## config.mk

```make
export PLATFORM = sky130hd
export DESIGN_NAME = inference_sequencer
export DESIGN_NICKNAME = d
export VERILOG_FILES = /design/src/rtl/inference_sequencer.sv
export SDC_FILE = /design/constraint.sdc
export NUM_CORES = 1
export LEC_CHECK = 0
export ABC_AREA = 0
export BUFFER_PORTS_ARGS = -buffer_cell sky130_fd_sc_hd__clkbuf_2
export CORE_ASPECT_RATIO = 1.25
export CORE_UTILIZATION = 50
export CTS_CLUSTER_SIZE = 16
export DETAILED_ROUTE_END_ITERATION = 16
export PLACE_DENSITY_LB_ADDON = 0.3
export SLEW_MARGIN = 15
export SYNTH_ARGS = -nofsm -noshare
export SYNTH_HDL_FRONTEND = slang
export SYNTH_SLANG_ARGS = --single-unit
```

## constraint.sdc

```tcl
create_clock -name clk -period 2.2 [get_ports clk]
set_input_delay 0.22 -clock clk [delete_from_list [all_inputs] [get_ports clk]]
set_output_delay 0.22 -clock clk [all_outputs]
set_load 0.05 [all_outputs]
```

## src/rtl/inference_sequencer.sv

```systemverilog
// -----------------------------------------------------------------------------
// inference_sequencer
//
// Drives one inference frame into a datapath. It streams a block of sample
// words as write commands, issues one info command carrying the read/count
// window lengths, then waits for the datapath to return to a non-busy status.
// It captures the result and holds it until the consumer takes it.
//
// Optional build macro:
//   SEQ_WATCHDOG_EN - bounds the wait for the datapath. When the wait reaches
//                     read_len + count_len + 16 cycles, the frame ends with
//                     res_timeout set. Without it the wait is unbounded.
//
// Ports:
//   clk, rstn            clock, synchronous active-low reset
//   start_i              begin one frame (sampled only while idle)
//   cfg_frame_len        number of sample words to load
//   cfg_read_len         read-timer length
//   cfg_count_len        count-window length
//   s_valid/s_data/s_ready  sample word stream (valid/ready handshake)
//   opcode_o, data_o     command to datapath (0 idle, 1 write, 2 info)
//   status_i, result_i   datapath status (0 idle, 1 busy, 2 result) and result
//   res_valid/res_ready  result handshake
//   res_data             captured result
//   res_settled          the datapath ended with status 2
//   res_timeout          the window wrapped or the watchdog fired
//   busy_o               a frame is in progress
// -----------------------------------------------------------------------------
module inference_sequencer #(
    parameter int DATA_W = 19,
    parameter int LEN_W  = 8
) (
    input  logic              clk,
    input  logic              rstn,
    input  logic              start_i,
    input  logic [LEN_W-1:0]  cfg_frame_len,
    input  logic [LEN_W-1:0]  cfg_read_len,
    input  logic [LEN_W-1:0]  cfg_count_len,
    input  logic              s_valid,
    input  logic [DATA_W-1:0] s_data,
    output logic              s_ready,
    output logic [1:0]        opcode_o,
    output logic [DATA_W-1:0] data_o,
    input  logic [1:0]        status_i,
    input  logic [3:0]        result_i,
    output logic              res_valid,
    output logic [3:0]        res_data,
    output logic              res_settled,
    output logic              res_timeout,
    input  logic              res_ready,
    output logic              busy_o
);

    localparam logic [2:0] ST_IDLE  = 3'd0;
    localparam logic [2:0] ST_LOAD  = 3'd1;
    localparam logic [2:0] ST_ISSUE = 3'd2;
    localparam logic [2:0] ST_ARM   = 3'd3;
    localparam logic [2:0] ST_WAIT  = 3'd4;
    localparam logic [2:0] ST_DONE  = 3'd5;

    localparam logic [1:0] OP_IDLE  = 2'd0;
    localparam logic [1:0] OP_WRITE = 2'd1;
    localparam logic [1:0] OP_INFO  = 2'd2;

    localparam logic [1:0] STAT_BUSY   = 2'd1;
    localparam logic [1:0] STAT_RESULT = 2'd2;

    localparam logic [LEN_W-1:0] LEN_ZERO = {LEN_W{1'b0}};
    localparam logic [LEN_W-1:0] LEN_ONE  = {{(LEN_W-1){1'b0}}, 1'b1};

    // Info command word: read length in [7:0], count length in [17:10].
    function automatic logic [DATA_W-1:0] info_word(input logic [LEN_W-1:0] rd,
                                                    input logic [LEN_W-1:0] cnt);
        logic [DATA_W-1:0] w;
        w        = {DATA_W{1'b0}};
        w[7:0]   = 8'(rd);
        w[17:10] = 8'(cnt);
        return w;
    endfunction

    // Full-width window sum; anything above 255 cannot be encoded in 8 bits.
    function automatic logic [9:0] window_sum(input logic [LEN_W-1:0] rd,
                                              input logic [LEN_W-1:0] cnt);
        return 10'(rd) + 10'(cnt);
    endfunction

    logic [2:0]        state_r;
    logic [2:0]        state_nxt_s;
    logic [LEN_W-1:0]  frame_len_r;
    logic [LEN_W-1:0]  read_len_r;
    logic [LEN_W-1:0]  count_len_r;
    logic [LEN_W-1:0]  beat_cnt_r;
    logic              s_ready_r;
    logic [1:0]        opcode_r;
    logic [DATA_W-1:0] data_r;
    logic              res_valid_r;
    logic [3:0]        res_data_r;
    logic              res_settled_r;
    logic              res_timeout_r;
    logic              busy_r;

    logic [9:0]        cfg_sum_s;
    logic [9:0]        lat_sum_s;
    logic              cfg_wrap_s;
    logic              lat_wrap_s;
    logic              beat_s;
    logic              last_beat_s;
    logic              wd_fire_s;

    assign cfg_sum_s   = window_sum(cfg_read_len, cfg_count_len);
    assign lat_sum_s   = window_sum(read_len_r, count_len_r);
    assign cfg_wrap_s  = (cfg_sum_s > 10'd255);
    assign lat_wrap_s  = (lat_sum_s > 10'd255);
    assign beat_s      = (state_r == ST_LOAD) && s_valid && s_ready_r;
    assign last_beat_s = beat_s && ((beat_cnt_r + LEN_ONE) == frame_len_r);

`ifdef SEQ_WATCHDOG_EN
    logic [9:0] wd_cnt_r;

    // Fires on the cycle whose increment would reach the limit, so the
    // timeout becomes visible exactly limit cycles after WAIT entry.
    assign wd_fire_s = ((wd_cnt_r + 10'd1) == (lat_sum_s + 10'd16));

    // WAIT cycle counter, cleared while ARM hands over to WAIT.
    always_ff @(posedge clk) begin
        if (!rstn) begin
            wd_cnt_r <= 10'd0;
        end else if (state_r == ST_ARM) begin
            wd_cnt_r <= 10'd0;
        end else if (state_r == ST_WAIT) begin
            wd_cnt_r <= wd_cnt_r + 10'd1;
        end else begin
            wd_cnt_r <= wd_cnt_r;
        end
    end
`else
    assign wd_fire_s = 1'b0;
`endif

    // Next-state decode.
    always_comb begin
        state_nxt_s = state_r;
        case (state_r)
            ST_IDLE: begin
                if (!start_i) begin
                    state_nxt_s = ST_IDLE;
                end else if (cfg_frame_len != LEN_ZERO) begin
                    state_nxt_s = ST_LOAD;
                end else if (cfg_wrap_s) begin
                    state_nxt_s = ST_DONE;
                end else begin
                    state_nxt_s = ST_ISSUE;
                end
            end
            // LOAD ends one cycle after the last beat, once s_ready has dropped,
            // so the last write and the info command land on separate cycles.
            ST_LOAD: begin
                if (s_ready_r) begin
                    state_nxt_s = ST_LOAD;
                end else if (lat_wrap_s) begin
                    state_nxt_s = ST_DONE;
                end else begin
                    state_nxt_s = ST_ISSUE;
                end
            end
            ST_ISSUE: state_nxt_s = ST_ARM;
            ST_ARM:   state_nxt_s = ST_WAIT;
            ST_WAIT: begin
                if ((status_i != STAT_BUSY) || wd_fire_s) begin
                    state_nxt_s = ST_DONE;
                end else begin
                    state_nxt_s = ST_WAIT;
                end
            end
            ST_DONE: begin
                if (res_ready) begin
                    state_nxt_s = ST_IDLE;
                end else begin
                    state_nxt_s = ST_DONE;
                end
            end
            default: state_nxt_s = ST_IDLE;
        endcase
    end

    // State, configuration latches, command outputs and result registers.
    always_ff @(posedge clk) begin
        if (!rstn) begin
            state_r       <= ST_IDLE;
            frame_len_r   <= LEN_ZERO;
            read_len_r    <= LEN_ZERO;
            count_len_r   <= LEN_ZERO;
            beat_cnt_r    <= LEN_ZERO;
            s_ready_r     <= 1'b0;
            opcode_r      <= OP_IDLE;
            data_r        <= {DATA_W{1'b0}};
            res_valid_r   <= 1'b0;
            res_data_r    <= 4'd0;
            res_settled_r <= 1'b0;
            res_timeout_r <= 1'b0;
            busy_r        <= 1'b0;
        end else begin
            state_r  <= state_nxt_s;
            busy_r   <= (state_nxt_s != ST_IDLE);
            // Command bus idles unless a beat or the info command drives it.
            opcode_r <= OP_IDLE;
            data_r   <= {DATA_W{1'b0}};
            case (state_r)
                ST_IDLE: begin
                    if (start_i) begin
                        frame_len_r   <= cfg_frame_len;
                        read_len_r    <= cfg_read_len;
                        count_len_r   <= cfg_count_len;
                        beat_cnt_r    <= LEN_ZERO;
                        s_ready_r     <= (cfg_frame_len != LEN_ZERO);
                        res_data_r    <= 4'd0;
                        res_settled_r <= 1'b0;
                        res_timeout_r <= 1'b0;
                        if (cfg_frame_len == LEN_ZERO) begin
                            if (cfg_wrap_s) begin
                                res_valid_r   <= 1'b1;
                                res_timeout_r <= 1'b1;
                            end else begin
                                opcode_r <= OP_INFO;
                                data_r   <= info_word(cfg_read_len, cfg_count_len);
                            end
                        end
                    end
                end
                ST_LOAD: begin
                    if (beat_s) begin
                        opcode_r   <= OP_WRITE;
                        data_r     <= s_data;
                        beat_cnt_r <= beat_cnt_r + LEN_ONE;
                        if (last_beat_s) begin
                            s_ready_r <= 1'b0;
                        end
                    end else if (!s_ready_r) begin
                        if (lat_wrap_s) begin
                            res_valid_r   <= 1'b1;
                            res_timeout_r <= 1'b1;
                        end else begin
                            opcode_r <= OP_INFO;
                            data_r   <= info_word(read_len_r, count_len_r);
                        end
                    end
                end
                ST_WAIT: begin
                    if (status_i != STAT_BUSY) begin
                        res_valid_r   <= 1'b1;
                        res_data_r    <= result_i;
                        res_settled_r <= (status_i == STAT_RESULT);
                        res_timeout_r <= 1'b0;
                    end else if (wd_fire_s) begin
                        res_valid_r   <= 1'b1;
                        res_data_r    <= 4'd0;
                        res_settled_r <= 1'b0;
                        res_timeout_r <= 1'b1;
                    end
                end
                ST_DONE: begin
                    if (res_ready) begin
                        res_valid_r <= 1'b0;
                    end
                end
                default: begin
                end
            endcase
        end
    end

    assign s_ready     = s_ready_r;
    assign opcode_o    = opcode_r;
    assign data_o      = data_r;
    assign res_valid   = res_valid_r;
    assign res_data    = res_data_r;
    assign res_settled = res_settled_r;
    assign res_timeout = res_timeout_r;
    assign busy_o      = busy_r;

endmodule

```

# ---- Word level (Yosys, flattened, before mapping)
# Index checks and enable logic that the tools add are counted.
dict set report word_totals {
  ff_bits 65
  latch_bits 0
  ramBits 0
  rom_bits 0
  input_bits 54
  out_inout_bits 30
  memories 0
}
dict set report classes {
  n_addsub 3
  n_mul 0
  div_mod_pow 0
  order_cmp 2
  n_eq_ne 18
  shifts 0
  mux 49
  n_bitwise 0
  reduce_logical 17
}
# op count
set op_table {}
lappend op_table {{two-way mux 18 bit} 5}
lappend op_table {{case mux 19 bit (2 select lines)} 1}
lappend op_table {{!= test 2 bit, second input constant} 10}
lappend op_table {{two-way mux 19 bit} 1}
lappend op_table {{adder 8 x 8 -> 9 bit} 2}
lappend op_table {{> comparator 9 x 8 -> 1 bit, second input constant} 2}
lappend op_table {{two-way mux 1 bit} 18}
lappend op_table {{two-way mux 3 bit} 6}
lappend op_table {{case mux 3 bit (6 select lines)} 1}
lappend op_table {{two-way mux 8 bit} 2}
lappend op_table {{case mux 8 bit (2 select lines)} 1}
lappend op_table {{two-way mux 2 bit} 6}
lappend op_table {{AND reduction 9 bit} 1}
lappend op_table {{adder 8 x 1 -> 8 bit, second input constant} 1}
lappend op_table {{== test 8 bit} 1}
lappend op_table {{logical NOT 8 bit} 1}
lappend op_table {{two-way mux 4 bit} 2}
lappend op_table {{case mux 4 bit (2 select lines)} 1}
lappend op_table {{nonzero test 8 bit} 1}
lappend op_table {{== test 3 x 2 -> 1 bit, second input constant} 2}
lappend op_table {{== test 3 bit, second input constant} 2}
lappend op_table {{AND reduction 3 bit} 2}
lappend op_table {{AND reduction 6 bit} 1}
lappend op_table {{nonzero test 3 bit} 2}
lappend op_table {{13 further kinds} 17}

# ---- Depth between registers and ports, before layout
# Gate-level depths: netlist of run 1.
dict set report depth {
  word_depth 7
  ltp_mapped 11
  depth_no_buf 9
}

# ---- Worst setup path after synthesis of run 1
# Ideal clock, no wire load.
dict set report synth_timing {
  path_type {register -> register}
  start {register read_len_r[4]}
  end {register busy_r, in the netlist busy_o}
  setup_ns 0.138
  t_arrival_ns 1.793
  setup_slack_ns 0.269
  path_stages_with_launch 8
  synth_period_minus_slack_ns 1.931
  cell_sequence {dfxtp_1 ha_1 a21o_1 a2111oi_4 a21oi_2 nor3b_1 o31ai_1 o211ai_1}
}
dict set report synth_via {
  elab_chain_len 6
}
# element line
set synth_lines {}
lappend synth_lines {{from (decl)} 90} ;# logic [LEN_W-1:0] read_len_r;
lappend synth_lines {{from (signal assigned)} 212} ;# read_len_r <= cfg_read_len;
lappend synth_lines {{adder 8 x 8 -> 9 bit} 84} ;# return 10'(rd) + 10'(cnt);
lappend synth_lines {{> comparator 9 x 8 -> 1 bit} 113} ;# assign lat_wrap_s = (lat_sum_s > 10'd255);
lappend synth_lines {{two-way mux 3 bit} 160} ;# end else if (lat_wrap_s) begin
lappend synth_lines {{two-way mux 3 bit} 158} ;# if (s_ready_r) begin
lappend synth_lines {{case mux 3 bit (6 select lines)} 143} ;# case (state_r)
lappend synth_lines {{nonzero test 3 bit} 204} ;# busy_r <= (state_nxt_s != ST_IDLE);
lappend synth_lines {{to (signal assigned)} 204}
lappend synth_lines {{to (decl)} 100} ;# logic busy_r;
# Every way passes these cells.
# A chain may end at the register's enable or synchronous reset.

# ---- Final worst setup path of run 1
dict set report layout_timing {
  start {register read_len_r[4]}
  end {register data_r[0], in the netlist data_o[0]}
}
dict set report layout_via {
  elab_chain_len 6
}
# element line
set layout_lines {}
lappend layout_lines {{adder 8 x 8 -> 9 bit} 84}
lappend layout_lines {{> comparator 9 x 8 -> 1 bit} 113}
lappend layout_lines {{two-way mux 18 bit} 239} ;# if (lat_wrap_s) begin
lappend layout_lines {{two-way mux 18 bit} 238} ;# end else if (!s_ready_r) begin
lappend layout_lines {{two-way mux 19 bit} 231} ;# if (beat_s) begin
lappend layout_lines {{case mux 19 bit (2 select lines)} 208} ;# case (state_r)
lappend layout_lines {{to (signal assigned)} 207} ;# data_r <= {DATA_W{1'b0}};
lappend layout_lines {{to (signal assigned)} 233} ;# data_r <= s_data;
lappend layout_lines {{to (signal assigned)} 244} ;# data_r <= info_word(read_len_r, count_len_r);
lappend layout_lines {{to (decl)} 95} ;# logic [DATA_W-1:0] data_r;
# Every way passes these cells.

==> impl_metrics.tcl, run 1 <==
set metrics [dict create \
    cts_tree "yes" \
    cap_violations 0 \
    grt_pass1_vias 2927 \
    busiest_layer "met2" \
    rsz0062_at_grt "yes" \
    h-tree-depth 3 \
    slowest_delay_ns 0.36 \
    p_sw_share_pct 38.8 \
    grt_usage_pct 26.0 \
    r2r_slack_ns 0.04 \
    synth_warnings 0 \
    clock_power_share_pct 27.5 \
    ir_drop_v 0.000531 \
    combPwrFrac_pct 35.8 \
    setup_violations 0 \
    pwr-share-seq_pct 36.8 \
    clock-root-buffer "clkbuf_8" \
    syn_inst 395 \
    diodes 0 \
    grt_first_pass_wirelength_um 13700 \
    drt-total-wl_um 8650 \
    grt_max_degree 28 \
    dp_hpwl_um 6080 \
    synth_nets 466 \
    fin_crit_sh_pct 98.3 \
    nets 555 \
    dr.first_iter.drc_count 170 \
    crit_slowest_cell "a2111oi_4" \
    cp.arrival_ns 2.43 \
    syn2layout_area_growth_pct 24.1 \
    grt_antenna_before_repair 0 \
    intPower_uw 2580 \
    power.leakage_uw 0.00179 \
    cp_data_required_time_ns 2.46 \
    numCtsBuffers 9 \
    endpoint_kind "flip-flop" \
    syn_area_sq_um 3350 \
    seq_area_frac_synth_pct 38.8 \
    syn_avg_cell_area_sq_um 8.49 \
    power_switching_uw 1640 \
    use_met2_pct 42.5 \
    clk_pin_slew_worst_paths_ns 0.07 \
    ios 84 \
    rows 33 \
    max_slew.worst_pin.slew_ns 0.635 \
    crit_chain "ha_1, a21o_1, a2111oi_4, a21oi_2, buf_4, nor2b_4, a22oi_1, a21oi_1" \
    start_util_pct 51.4 \
    clockBufferDepth 2 \
    core_area_sq_um 6520 \
    overflow 0 \
    hold_viol_final 0 \
    die_area_sq_um 7040 \
    routabilityCongestion 0.924 \
    ys_types 52 \
    skew_ns 0.00756 \
    cp_max_fo 8 \
    use_met1_pct 33.1 \
    max_freq_ghz 0.462 \
    die_width_um 75.2 \
    slew_headroom_pct 57.7 \
    hold_ws_ns 0.101 \
    outcome "finished, final reports clean" \
    criticalPathCategory "reg -> reg" \
    die_h_um 93.5 \
    use_met3_pct 5.60 \
    finalCriticalPeriod_ns 2.16 \
    yosys_register_bits 65 \
    crit_path_start_kind "flip-flop" \
    port_buffers 83 \
    cts.sinks 65 \
    drive_gt1_share_pct 28.0 \
    fin_total_pwr_uw 4220 \
    wl_per_cell_um 15.0 \
    hp-class "in -> reg" \
    powerDensity_nw_per_um2 1010 \
    ctsHoldBuffers 0 \
    postRouteAntennaNets 0 \
    post-route-util_pct 63.8 \
    firstDrtPassIters 5 \
    vias 3122 \
    slew_violations 0 \
    insertion_delay_ns 0.34 \
    avgViaCountPerCell 5.42 \
    drcViolationCount 0 \
]
power by group through the flow:
stage / combinational (uW) / clock (uW) / sequential (uW)
2_1_floorplan: 927 / 0 / 1710
3_3_place_gp: 1390 / 0 / 1560
3_5_place_dp: 1430 / 0 / 1560
4_1_cts: 1450 / 1180 / 1540
5_1_grt: 1640 / 1240 / 1580
6_report: 1510 / 1160 / 1550
metrics by stage:
step                area, sq um  cells  TNS (ns)  setup slack (ns)
floorplan                  3350    395         0             0.269
CTS                        4100    573         0            0.0153
global route               4160    576    -0.946           -0.0820
finish                     4160    576         0            0.0366
detailed placement         3850    557     -1.75            -0.147
global placement           3850    557    -0.657           -0.0894
layer usage:
layer  vias to the layer above  part of all wire [%]
li1                       1559                     -
met1                      1448                    43
met2                        98                    50
met5                         -                     0
met4                         0                   1.9
met3                        17                   5.6
cells in the final DEF (no fill, tap or decap), types with 11 or more instances in the layout:
cell | Yosys | routed
nand2_1 | 84 | 84
ha_1 | 15 | 15
a21oi_1 | 27 | 27
inv_1 | 11 | 11
clkbuf_2 | 0 | 83
nor2_1 | 16 | 16
buf_4 | 2 | 18
clkbuf_8 | 0 | 11
dfxtp_1 | 65 | 63
a21boi_0 | 31 | 31
state kept, by name (all words and copies together), names as in the netlist, 2 cells and up:
register	count
state_r	3
data_o	19
count_len_r	8
read_len_r	8
beat_cnt_r	8
opcode_o	2
res_data	4
frame_len_r	8
area by class of cell:
type,instances,area [sq um]
Timing Repair Buffer,101,551
Sequential cell,65,1300
Clock buffer,12,155
Multi-Input combinational cell,296,1930
Tap cell,87,109
Clock inverter,4,75.1
Inverter,11,41.3
Fill cell,601,2360
final timing paths:
kind,to,cells past startpoint,startpoint
worst max-delay path,data_o[0]$_SDFF_PN0_,8,read_len_r[4]$_SDFFE_PN0P_
worst max register to register,data_o[0]$_SDFF_PN0_,8,read_len_r[4]$_SDFFE_PN0P_
worst min-delay path,data_o[8]$_SDFF_PN0_,2,s_data[8]
worst min register to register,res_data[0]$_SDFFE_PN0P_,2,res_data[0]$_SDFFE_PN0P_
critical path: cells and delay by family (launching register included):
kind	cells	cell delay (ns)
AOI/OAI and AO/OA	5	0.99
adders and majority gates	1	0.33
buffers and inverters	1	0.17
DFF	1	0.32
and+or+nand+nor	1	0.28
cell usage after synthesis, drive strengths merged:
cell / n / area share [%]
nand2: 84 / 9.4
dfxtp: 65 / 39
a21boi: 31 / 6.9
a21oi: 28 / 4.3
buf: 17 / 3.5
nor2: 16 / 1.8
ha: 15 / 5.6
inv: 11 / 1.2
nand3: 11 / 1.8
nor2b: 11 / 2.1
a22oi: 10 / 2.5
and3: 10 / 1.9
o21ai: 10 / 1.5
clkbuf: 7 / 0.78
xnor2: 7 / 1.8
a32oi: 5 / 1.3
and2: 5 / 0.93
nor3: 5 / 0.90
nor3b: 4 / 1.2
nor4: 4 / 0.75
xor2: 4 / 1.0
a211oi: 3 / 0.97
nand2b: 3 / 0.56
o31ai: 3 / 0.67
a21o: 2 / 0.45
a32o: 2 / 0.60
fa: 2 / 1.2
nand3b: 2 / 0.45
nand4: 2 / 0.37
o2111ai: 2 / 0.52
o211a: 2 / 0.60
o211ai: 2 / 0.45
o21a: 2 / 0.45
a2111oi: 1 / 0.82
a211o: 1 / 0.30
a221o: 1 / 0.30
a31oi: 1 / 0.19
nand4b: 1 / 0.26
o311ai: 1 / 0.26
or2: 1 / 0.19
or3b: 1 / 0.26
timing repair:
action,CTS,global route
resized for setup,3,9
gates cloned,0,1
setup endpoints to repair,17,20
pin swaps,0,6
setup buffers,0,2
cells by family (layout without fill, tap and decap cells):
kind of cell               after synthesis  count (layout)  share of synthesized area (%)
and+or+nand+nor                        160             161                           22.9
buffers and inverters                   35             128                           5.49
xor gates and xnor gates                11              11                           2.87
adders and majority gates               17              17                           6.79
DFF                                     65              65                           38.8
AOI/OAI and AO/OA                      107             107                           23.1
No activity file was read; power rests on OpenSTA's default activity.
==> inputs of run 2 (changes only) <==
Settings changed: BUFFER_PORTS_ARGS -buffer_cell sky130_fd_sc_hd__clkbuf_2 to default, DONT_BUFFER_PORTS from default to 1, SETUP_SLACK_MARGIN from default to 0.3.
==> impl_metrics.tcl, run 2 (synthesis gave the netlist of run 1 again) <==
set metrics [dict create \
    cts.sinks 65 \
    die_width_um 75.2 \
    final_area_sq_um 3890 \
    p_sw_share_pct 39.7 \
    rows 33 \
    hold_viol_final 0 \
    die_area_sq_um 7040 \
    vias 2919 \
    layout_commonest_cell "nand2_1" \
    powerDensity_nw_per_um2 1050 \
    skew_ns 0.00970 \
    ios 84 \
    intPower_uw 2470 \
    power_switching_uw 1620 \
    numCtsBuffers 9 \
    crit_chain "ha_4, inv_2, fa_2, nor2b_4, o2111ai_4, a21oi_4, or2_4, buf_4, o21ai_2, a32o_1" \
    max_freq_ghz 0.477 \
    die_h_um 93.5 \
    syn2layout_area_growth_pct 15.9 \
    placed_area_sq_um 3460 \
    routabilityCongestion 0.880 \
    h-tree-depth 3 \
    largest_reg_flops 19 \
    clock_power_share_pct 23.9 \
    diodes 0 \
    grt_pass1_vias 2851 \
    overflow 0 \
    power.leakage_uw 0.00146 \
    pwr-share-seq_pct 42.5 \
    cap_violations 0 \
    max_slew.worst_pin.slew_ns 0.651 \
    grt_antenna_before_repair 0 \
    drt-total-wl_um 8550 \
    drcViolationCount 0 \
    rsz0062_at_grt "yes" \
    grt_first_pass_wirelength_um 13600 \
    insertion_delay_ns 0.34 \
    whs_path_depth 2 \
    clock-root-buffer "clkbuf_8" \
    fin_crit_sh_pct 95.3 \
    crit_path_start_kind "flip-flop" \
    postRouteAntennaNets 0 \
    endpoint_kind "flip-flop" \
    slowest_delay_ns 0.36 \
    criticalPathCategory "reg -> reg" \
    pre_cts_ws_ns -0.134 \
    cts_tree "yes" \
    hp-class "in -> reg" \
    slew_headroom_pct 56.6 \
    combPwrFrac_pct 33.6 \
    ir_drop_v 0.000551 \
    cp.arrival_ns 2.33 \
    crit_slowest_cell "dfxtp_2" \
    nets 479 \
    setup_ws_ns 0.102 \
    cp_data_required_time_ns 2.43 \
    clockBufferDepth 2 \
    cp_max_fo 5 \
    firstDrtPassIters 5 \
    dp_hpwl_um 5710 \
    setup_violations 0 \
    layout_common_cells "nand2_1, dfxtp_1, a21boi_0" \
    clk_pin_slew_worst_paths_ns 0.07 \
    port_buffers 0 \
    grt_max_degree 46 \
    slew_violations 0 \
    core_area_sq_um 6520 \
    reg2reg_depth 10 \
    finalCriticalPeriod_ns 2.10 \
    wl_per_cell_um 17.2 \
    avgViaCountPerCell 5.86 \
    r2r_slack_ns 0.10 \
    dr.first_iter.drc_count 183 \
    drive_gt1_share_pct 19.0 \
    outcome "finished, final reports clean" \
    start_util_pct 51.4 \
    grt_usage_pct 25.7 \
]
[run 2: cell types whose count changed in the layout (fill, tap and decap cells not counted), moves of 2 or more]
| cell | before | now |
|---|---|---|
| dfxtp_2 | 2 | 9 |
| buf_4 | 18 | 21 |
| ha_4 | 0 | 2 |
| buf_12 | 0 | 2 |
| o21ai_0 | 10 | 8 |
| nor2b_1 | 10 | 8 |
| dfxtp_1 | 63 | 55 |
| ha_2 | 0 | 2 |
| clkbuf_2 | 83 | 0 |
| ha_1 | 15 | 11 |
[run 2: final cells by class]
cell class	instances	area (sq um)
sequential	65	1320
clock inverter	3	42.5
tap	87	109
timing repair buffer	25	219
inverter	11	41.3
multi-input combinational	296	2020
clock buffer	11	141
fill	603	2640
[run 2: per-stage QoR]
stage,total power [uW],cells,utilization (%),TNS (ns),hold slack (ns)
floorplan,2640,395,-,0,0.356
global placement,2900,474,53.1,-0.356,0.345
detailed placement,2920,474,53.1,-1.33,0.349
CTS,4050,497,58.7,0,0.000302
global route,4320,498,59.6,0,0.00148
finish,4090,498,59.6,0,0.00946
[run 2: routing by layer]
layer | global-route usage, % | vias to the layer above | part of all wire (%)
li1 | - | 1402 | -
met3 | 7.44 | 16 | 7.4
met4 | 12.7 | 0 | 2.2
met5 | 0 | - | 0
met1 | 32.4 | 1400 | 43
met2 | 39.6 | 101 | 48
[run 2: timing repair]
item,in CTS,in global routing
buffers inserted,7,1
cloned,1,0
hold buffers,1,0
endpoints found under the setup margin,22,34
resized for setup,22,15
pin swaps,27,11
endpoints found under the hold margin,1,0
[run 2: power groups by stage]
| stage | Sequential (uW) | Clock (uW) | Combinational [uW] |
|---|---|---|---|
| final | 1740 | 976 | 1380 |
| after detailed placement | 1740 | 0 | 1180 |
| after global routing | 1760 | 1060 | 1510 |
| after floorplan | 1710 | 0 | 932 |
| after global placement | 1740 | 0 | 1150 |
| after CTS | 1720 | 999 | 1330 |
[run 2: worst max-delay path, delay by kind of cell (launching register included)]
| kind | cells | cell delay [ns] |
|---|---|---|
| adder cells (fa/ha/maj) | 2 | 0.48 |
| flip-flops | 1 | 0.36 |
| buffers and inverters | 2 | 0.14 |
| AND/OR/NAND/NOR | 2 | 0.36 |
| AO/OA/AOI/OAI | 4 | 0.66 |
[run 2: path summary, 6_finish.rpt]
kind,to,from
min,data_o[12]$_SDFF_PN0_,cfg_count_len[2]
max,data_o[17]$_SDFF_PN0_,count_len_r[0]$_SDFFE_PN0P_
min reg2reg,frame_len_r[5]$_SDFFE_PN0P_,frame_len_r[5]$_SDFFE_PN0P_
max reg2reg,data_o[17]$_SDFF_PN0_,count_len_r[0]$_SDFFE_PN0P_
